[src/rtl/ula_operand_issue.sv]
// Purpose: decode nRisc instruction bytes, read the register file and issue dReg/extd/ULASrc to the ULA-source MUX.
// Latency: bundle valid the cycle after the final byte is accepted (1 byte for R/short, 2 bytes for long immediate).
// Backpressure: one registered output entry; in_ready = !out_valid || out_ready (forced low by flush).
// Optional: define OPERAND_WB_FWD_EN to bypass same-cycle write-back data into the register reads.
module ula_operand_issue #(
   parameter int DATA_W = 8,
   parameter int NREG   = 4
) (
   input  logic              clk,
   input  logic              rst_n,
   input  logic              in_valid,
   output logic              in_ready,
   input  logic [7:0]        in_byte,
   input  logic              wb_en,
   input  logic [1:0]        wb_addr,
   input  logic [DATA_W-1:0] wb_data,
   input  logic              flush,
   output logic              out_valid,
   input  logic              out_ready,
   output logic [3:0]        out_opcode,
   output logic [1:0]        out_rd,
   output logic [DATA_W-1:0] dReg,
   output logic [DATA_W-1:0] extd,
   output logic              ULASrc
);

   typedef enum logic {
      IDLE     = 1'b0,
      WAIT_IMM = 1'b1
   } state_t;

   typedef struct packed {
      logic [3:0]        opcode;
      logic [1:0]        rd;
      logic [DATA_W-1:0] dreg;
      logic [DATA_W-1:0] extd;
      logic              ulasrc;
   } bundle_t;

   state_t            state;
   logic [3:0]        pend_op;
   logic [1:0]        pend_ra;
   bundle_t           out_q;
   logic              out_vld_q;
   logic [DATA_W-1:0] rf [NREG];

   logic              in_acc;
   logic              is_long;
   logic              load;
   logic [3:0]        byte_op;
   logic [1:0]        rd_a_addr;
   logic [1:0]        rd_b_addr;
   logic [DATA_W-1:0] rd_a;
   logic [DATA_W-1:0] rd_b;
   logic [DATA_W-1:0] imm_ext;
   logic [DATA_W-1:0] imm2_sext;
   bundle_t           nxt;

   assign in_ready  = !flush && (!out_vld_q || out_ready);
   assign in_acc    = in_valid && in_ready;
   assign byte_op   = in_byte[7:4];
   assign is_long   = (byte_op[3:2] == 2'b11);
   // the byte completing an instruction: any byte in WAIT_IMM, or a non-long opcode in IDLE
   assign load      = in_acc && ((state == WAIT_IMM) || !is_long);

   // in WAIT_IMM the current byte is imm8, so ra comes from the latched first byte
   assign rd_a_addr = (state == WAIT_IMM) ? pend_ra : in_byte[3:2];
   assign rd_b_addr = in_byte[1:0];

`ifdef OPERAND_WB_FWD_EN
   assign rd_a = (wb_en && (wb_addr == rd_a_addr)) ? wb_data : rf[rd_a_addr];
   assign rd_b = (wb_en && (wb_addr == rd_b_addr)) ? wb_data : rf[rd_b_addr];
`else
   assign rd_a = rf[rd_a_addr];
   assign rd_b = rf[rd_b_addr];
`endif

   assign imm2_sext = {{(DATA_W-2){in_byte[1]}}, in_byte[1:0]};

   // Build the bundle that would be loaded if the current byte completes an instruction
   always_comb begin
      imm_ext      = '0;
      imm_ext[7:0] = in_byte;
      nxt          = '0;
      if (state == WAIT_IMM) begin
         nxt.opcode = pend_op;
         nxt.rd     = pend_ra;
         nxt.dreg   = rd_a;
         nxt.extd   = imm_ext;
         nxt.ulasrc = 1'b1;
      end else if (!byte_op[3]) begin
         nxt.opcode = byte_op;
         nxt.rd     = in_byte[3:2];
         nxt.dreg   = rd_a;
         nxt.extd   = rd_b;
         nxt.ulasrc = 1'b0;
      end else begin
         nxt.opcode = byte_op;
         nxt.rd     = in_byte[3:2];
         nxt.dreg   = rd_a;
         nxt.extd   = imm2_sext;
         nxt.ulasrc = 1'b1;
      end
   end

   // Issue FSM and registered output entry; flush overrides everything except write-back
   always_ff @(posedge clk or negedge rst_n) begin
      if (!rst_n) begin
         state     <= IDLE;
         pend_op   <= '0;
         pend_ra   <= '0;
         out_q     <= '0;
         out_vld_q <= 1'b0;
      end else if (flush) begin
         state     <= IDLE;
         out_vld_q <= 1'b0;
      end else begin
         if (load) begin
            out_q     <= nxt;
            out_vld_q <= 1'b1;
         end else if (out_ready) begin
            out_vld_q <= 1'b0;
         end
         if (in_acc) begin
            if (state == IDLE) begin
               if (is_long) begin
                  state   <= WAIT_IMM;
                  pend_op <= byte_op;
                  pend_ra <= in_byte[3:2];
               end
            end else begin
               state <= IDLE;
            end
         end
      end
   end

   // Register file write-back; commits even while flushing
   always_ff @(posedge clk or negedge rst_n) begin
      if (!rst_n) begin
         for (int i = 0; i < NREG; i++) begin
            rf[i] <= '0;
         end
      end else if (wb_en) begin
         rf[wb_addr] <= wb_data;
      end
   end

   assign out_valid  = out_vld_q;
   assign out_opcode = out_q.opcode;
   assign out_rd     = out_q.rd;
   assign dReg       = out_q.dreg;
   assign extd       = out_q.extd;
   assign ULASrc     = out_q.ulasrc;

endmodule

[config.mk]
export PLATFORM = sky130hd
export DESIGN_NAME = ula_operand_issue
export DESIGN_NICKNAME = d
export VERILOG_FILES = /design/src/rtl/ula_operand_issue.sv
export SDC_FILE = /design/constraint.sdc
export NUM_CORES = 1
export LEC_CHECK = 0
export ABC_AREA = 1
export CORE_AREA = 10 10 93 87
export CTS_CLUSTER_SIZE = 28
export DETAILED_ROUTE_END_ITERATION = 8
export DIE_AREA = 0 0 103 97
export GPL_TIMING_DRIVEN = 0
export PLACE_DENSITY = 0.81
export SETUP_SLACK_MARGIN = 0.02
export SYNTH_ARGS = -nofsm -noshare
export SYNTH_HDL_FRONTEND = slang
export SYNTH_SLANG_ARGS = --single-unit
[constraint.sdc]
create_clock -name clk -period 1.7 [get_ports clk]
set_input_delay 0.255 -clock clk [delete_from_list [all_inputs] [get_ports clk]]
set_output_delay 0.255 -clock clk [all_outputs]
set_load 0.01 [all_outputs]
Word level (Yosys, flattened, before mapping):

Index checks and enable logic that the tools add are counted.

* add/sub/neg operators: 0
* multiply operators: 0
* divide/modulo/power cells: 0
* order comparisons: 4
* equality and inequality tests: 1
* shifts and indexed selects: 0
* muxes and demuxes: 19
* bitwise gates (word level): 5
* reduce and logical (&&, ||, !) cells: 13

Operators by type and width (number)
* 23-bit 2-to-1 mux: 2
* 8-bit 2-to-1 mux: 5
* 8-bit binary-select mux with 2-bit select: 2
* 32-bit bitwise mux: 1
* 8-bit demux with 2-bit select: 1
* 3-bit greater-or-equal comparator, second input constant: 3
* 2-bit NOT with 3-bit output: 3
* 1-bit 2-to-1 mux: 7
* 1-bit logical AND: 4
* 4-bit AND reduction: 1
* 1-bit zero test: 3
* 3-bit by 1-bit < comparator with 1-bit output, second input constant: 1
* 3-bit nonzero test: 1
* 2-bit == test, second input constant: 1
* 1-bit logical OR: 2
* 2-bit 2-to-1 mux: 1
* 1-bit NOT: 2
* 2-bit AND reduction: 1
* 2-bit nonzero test: 1

* flip-flop bits (word level): 63
* bits in latches: 0
* memory bits (writable): 0
* memory bits (read-only): 0
* bits of input ports: 24
* output and inout port bits: 25
* logic and storage cells: 55
* memories kept: 0

Depth between registers and ports, before layout:

* word-level depth: 7
* mapped depth: 10
* depth with buffers taken out: 8

Worst setup path before layout:

OpenSTA, ideal clock, no wires.

* path kind: register -> register
* from: reg out_vld_q, in the netlist out_valid
* to: reg out_q, in the netlist extd[6]
* arrival time: 1.220 ns
* data required time: 1.578 ns
* path slack: 0.358 ns
* cell stages (with the launch flop): 6
* buffers on the path: 1
* period minus slack after synthesis: 1.342 ns
* path through: dfrtp_1 -> a21oi_1 -> nand3_2 -> buf_4 -> nor2_1 -> a21oi_1

* cells in the longest elaborated chain, start to end: 6

RTL lines
* start, declared: RTL line 44 `logic out_vld_q;`
* start signal, assigned: RTL line 113 `out_vld_q <= 1'b0;`
* start signal, assigned: RTL line 116 `out_vld_q <= 1'b0;`
* start signal, assigned: RTL line 120 `out_vld_q <= 1'b1;`
* 1-bit zero test: RTL line 59 `assign in_ready = !flush && (!out_vld_q || out_ready);`
* 1-bit logical OR: RTL line 59
* 1-bit logical AND: RTL line 59
* named net in_ready: RTL line 12 `output logic in_ready,`
* 1-bit logical AND: RTL line 60 `assign in_acc = in_valid && in_ready;`
* 1-bit logical AND: RTL line 64 `assign load = in_acc && ((state == WAIT_IMM) || !is_long);`
* 2-bit AND reduction (no line)
* end signal, assigned: RTL line 119 `out_q <= nxt;`
* end, declared: RTL line 43 `bundle_t out_q;`

The timed path passes the listed nets, and every way through them passes these cells.
A chain may end at the register's enable or synchronous reset.

Worst setup path after layout:

* from: reg out_q, in the netlist dReg[1]
* to: out dReg[1]

RTL lines
* end, declared: RTL line 22 `output logic [DATA_W-1:0] dReg,`

No word-level cell between the ends.

==> summary.txt <==
Synth
  – Post-synthesis sequential element count: 63
  – Total nets after synthesis: about 450
  – Number of distinct library cells after synthesis: 25
  – Cells after synthesis: 430
  – Seq/Total Area, Yosys: 0.4828
  – Yosys warning count: 0
  – Average size of a mapped cell: 7.594 µm²
  – Mapped cell area: 0.003266 mm²

Power
  – Share of power burned in combinational logic: 0.244
  – Pwr Density: 1127 mW/mm²
  – Maximum ir drop on the vdd rail: ~0.75 mV
  – P_sw: around 0.0014 W
  – Share of total power consumed by net switching: 0.2992
  – Leakage power summed over all cells: between 2 and 2.5 nW
  – Share of total power in sequential cells: 0.419
  – Clk pwr share: 0.337
  – Internal power: 0.003231 W
  – Total Power Consumption: 0.004610 W

Floorplan
  – Top Ports: 49
  – Die height: 97 µm
  – Die Area: 0.009991 mm²
  – Initial core utilization: 0.5370
  – Row cnt: 27
  – Horizontal extent of the die: roughly 100 µm
  – Core footprint: between 0.006 and 0.007 mm²

Global route
  – Overall routing resource usage: 0.1786
  – Overall overflow remaining after global route: 0
  – Number of antenna violations at the first check in global routing: 0
  – Number of global-route vias before repair: between 3,000 and 4,000
  – First-pass GRT wire length: approximately 14,000 µm
  – Maximum number of pins on one net before global-route repair: 36

Timing
  – Unrepaired setup endpoints after global routing: no
  – Actual slew at the worst max-slew pin: ~0.67 ns
  – Final count of hold timing violations: 0
  – Max Fclk: ~650 MHz
  – Setup skew after layout: 0.003874 ns
  – Setup violators final: 0
  – Slew headroom: 0.5558
  – Final slew viol count: 0
  – Period utilisation layout: 0.9077
  – Clock period minus final worst setup slack: about 1.5 ns

Worst setup path
  – Required time reported for the critical path endpoint: 1.44 ns
  – Kind of critical path: flop to primary output
  – Buffers and inverters on the worst path: 1
  – Category of cells accounting for the largest share of critical-path delay: buffers and inverters
  – Crit path launch type: flop
  – Arrival time of the worst setup path: between 1 and 1.5 ns
  – Max FO, Critical Path: 2
  – Maximum single-stage delay on the critical path: roughly 0.56 ns
  – CP max stage cell: sky130_fd_sc_hd__clkdlybuf4s50_1
  – Setup crit end kind: primary output
  – Worst-path cell chain: clkdlybuf4s50_1

CTS
  – Number of H-tree levels: 3
  – CTS root buf: sky130_fd_sc_hd__clkbuf_8
  – Clock-pin slew of the registers on the worst-case setup and hold paths: roughly 0.070 ns
  – Longest Clk Path Bufs: 2
  – Clock sink count: 63
  – Clock network latency to the later pin of the worst-skew pair: between 0.3 and 0.4 ns
  – Post-CTS setup buffers: 0
  – Number of buffers created by CTS: 9
  – TritonCTS clock tree: yes

Drt
  – Initial drt markers: approximately 230
  – Total wire length after detailed routing: 8458 µm
  – Pre-antenna DRT Iters: 5
  – Number of DRC violations after detailed routing: 0
  – Post-detailed-route wirelength per cell: between 10 and 15 µm
  – Number of vias after detailed routing: roughly 3,000
  – Detail Route Antenna Nets: 0
  – DR vias/cell: roughly 5.3

Place
  – Quantity of I/O buffers inserted on ports: 47
  – Routability Congestion: 0.8901
  – Instance area after placement: between 0.003 and 0.004 mm²
  – Post-detail-place hpwl: between 6000 and 7000 µm

Finish
  – Diodes inserted: 0
  – Final non-filler cell area: slightly above 0.004 mm²
  – Synth-to-Final Area Change: 25.29%
  – Most frequent cells in the layout: sky130_fd_sc_hd__nand2_1 (149), sky130_fd_sc_hd__dfrtp_1 (63), sky130_fd_sc_hd__inv_1 (53), sky130_fd_sc_hd__nand3_1 (52), sky130_fd_sc_hd__clkdlybuf4s50_1 (45)
  – Most frequent standard cell in the layout excluding fill and tap cells: sky130_fd_sc_hd__nand2_1
  – Share of layout cells above drive strength 1: 0.1051
  – Net count of the finished layout: 514

Flow run
  – Number of max-cap violations: 0

Hold path
  – Worst Hold Class: input port to flop

Run status
  – Outcome: completed
==> registers in the layout, summed over array words and instances, names as in the netlist <==
register and flops:
extd 8, state 1, out_opcode 4, out_rd 2
pend_op 4, out_valid 1, pend_ra 2, dReg 8
rf 32, ULASrc 1
==> cell families after synthesis <==
group                  Yosys count  share of synthesized area
AND/OR/NAND/NOR                234                     0.3184
buffers and inverters           73                     0.1008
flip-flops                      63                     0.4828
AO/OA/AOI/OAI                   60                    0.09809
==> per-stage QoR <==
| step | hold slack, ns | worst slack (ns) | TNS [ns] | std cells | utilization |
|---|---|---|---|---|---|
| floorplan | -0.04059 | 0.3579 | 0 | 430 | - |
| CTS | 0.3883 | 0.1539 | 0 | 567 | 0.6728 |
| finish | 0.3933 | 0.1568 | 0 | 567 | 0.6728 |
| global placement | 0.4319 | -1.568 | -98.55 | 549 | 0.6292 |
| global route | 0.4188 | 0.09606 | 0 | 567 | 0.6728 |
| detailed placement | 0.3247 | -0.08355 | -0.09368 | 550 | 0.6317 |
==> Yosys cell counts <==
cell type	instances	share of area
sky130_fd_sc_hd__nand3_4	1	0.0054
sky130_fd_sc_hd__dfrtp_1	63	0.48
sky130_fd_sc_hd__nand3_2	2	0.0061
sky130_fd_sc_hd__buf_4	4	0.0092
sky130_fd_sc_hd__buf_2	7	0.011
sky130_fd_sc_hd__buf_6	2	0.0069
sky130_fd_sc_hd__o21ai_0	42	0.064
sky130_fd_sc_hd__nor2_1	17	0.020
sky130_fd_sc_hd__o21a_1	1	0.0023
sky130_fd_sc_hd__nand2_8	2	0.012
sky130_fd_sc_hd__or2_2	1	0.0019
sky130_fd_sc_hd__inv_6	1	0.0027
sky130_fd_sc_hd__nand2_2	8	0.015
sky130_fd_sc_hd__o211ai_1	4	0.0092
sky130_fd_sc_hd__clkbuf_1	4	0.0046
sky130_fd_sc_hd__inv_1	53	0.061
sky130_fd_sc_hd__nor2_4	1	0.0034
sky130_fd_sc_hd__o21ai_1	4	0.0061
sky130_fd_sc_hd__o21ai_2	2	0.0054
sky130_fd_sc_hd__nand3_1	52	0.080
sky130_fd_sc_hd__nand2_1	149	0.17
sky130_fd_sc_hd__nand2_4	1	0.0034
sky130_fd_sc_hd__inv_2	1	0.0011
sky130_fd_sc_hd__buf_8	1	0.0046
sky130_fd_sc_hd__a21oi_1	7	0.011
==> routing by layer <==
metal	GRT usage	part of all wire	vias to the layer above
met2	0.2768	0.45	123
met5	0	0	-
met4	0.04995	0.015	0
met3	0.05820	0.074	14
met1	0.2314	0.46	1421
li1	-	-	1474
==> path summary, 6_finish.rpt <==
kind | from | endpoint | slack, ns | cells after the start
setup / recovery | dReg[1] | dReg[1] | 0.16 | 1
hold / removal | in_byte[0] | extd[4] | 0.39 | 6
setup reg to reg | state | dReg[2] | 0.27 | 8
hold reg to reg | pend_op[2] | pend_op[2] | 0.46 | 2
max in group asynchronous | rst_n | rf[4] | 0.60 | 3
min in group asynchronous | rst_n | out_valid | 0.48 | 2
==> area by class of cell <==
| class | count | area, µm² |
|---|---|---|
| tap | 72 | 90.09 |
| buffer | 18 | 117.6 |
| inverter | 55 | 211.5 |
| sequential | 63 | 1577 |
| timing repair buffer | 49 | 494.2 |
| clock buffer | 12 | 165.2 |
| multi-input combinational | 294 | 1360 |
| clock inverter | 4 | 76.32 |
| fill | 526 | 1989 |
==> power groups by stage <==
stage	registers, W	logic (W)	clock network, W
6_report	0.00193	0.00113	0.00155
4_1_cts	0.00193	0.00114	0.00156
5_1_grt	0.00196	0.00128	0.00162
2_1_floorplan	0.00198	0.000566	0
3_3_place_gp	0.00194	0.00109	0
3_5_place_dp	0.00195	0.00113	0
==> timing repair <==
| action | 4_1_cts | 5_1_grt |
|---|---|---|
| hold buffers | 1 | 0 |
| endpoints found under the setup margin | 1 | 0 |
| resized for setup | 1 | 0 |
| endpoints found under the hold margin | 28 | 0 |
(Power assumes the default switching activity.)
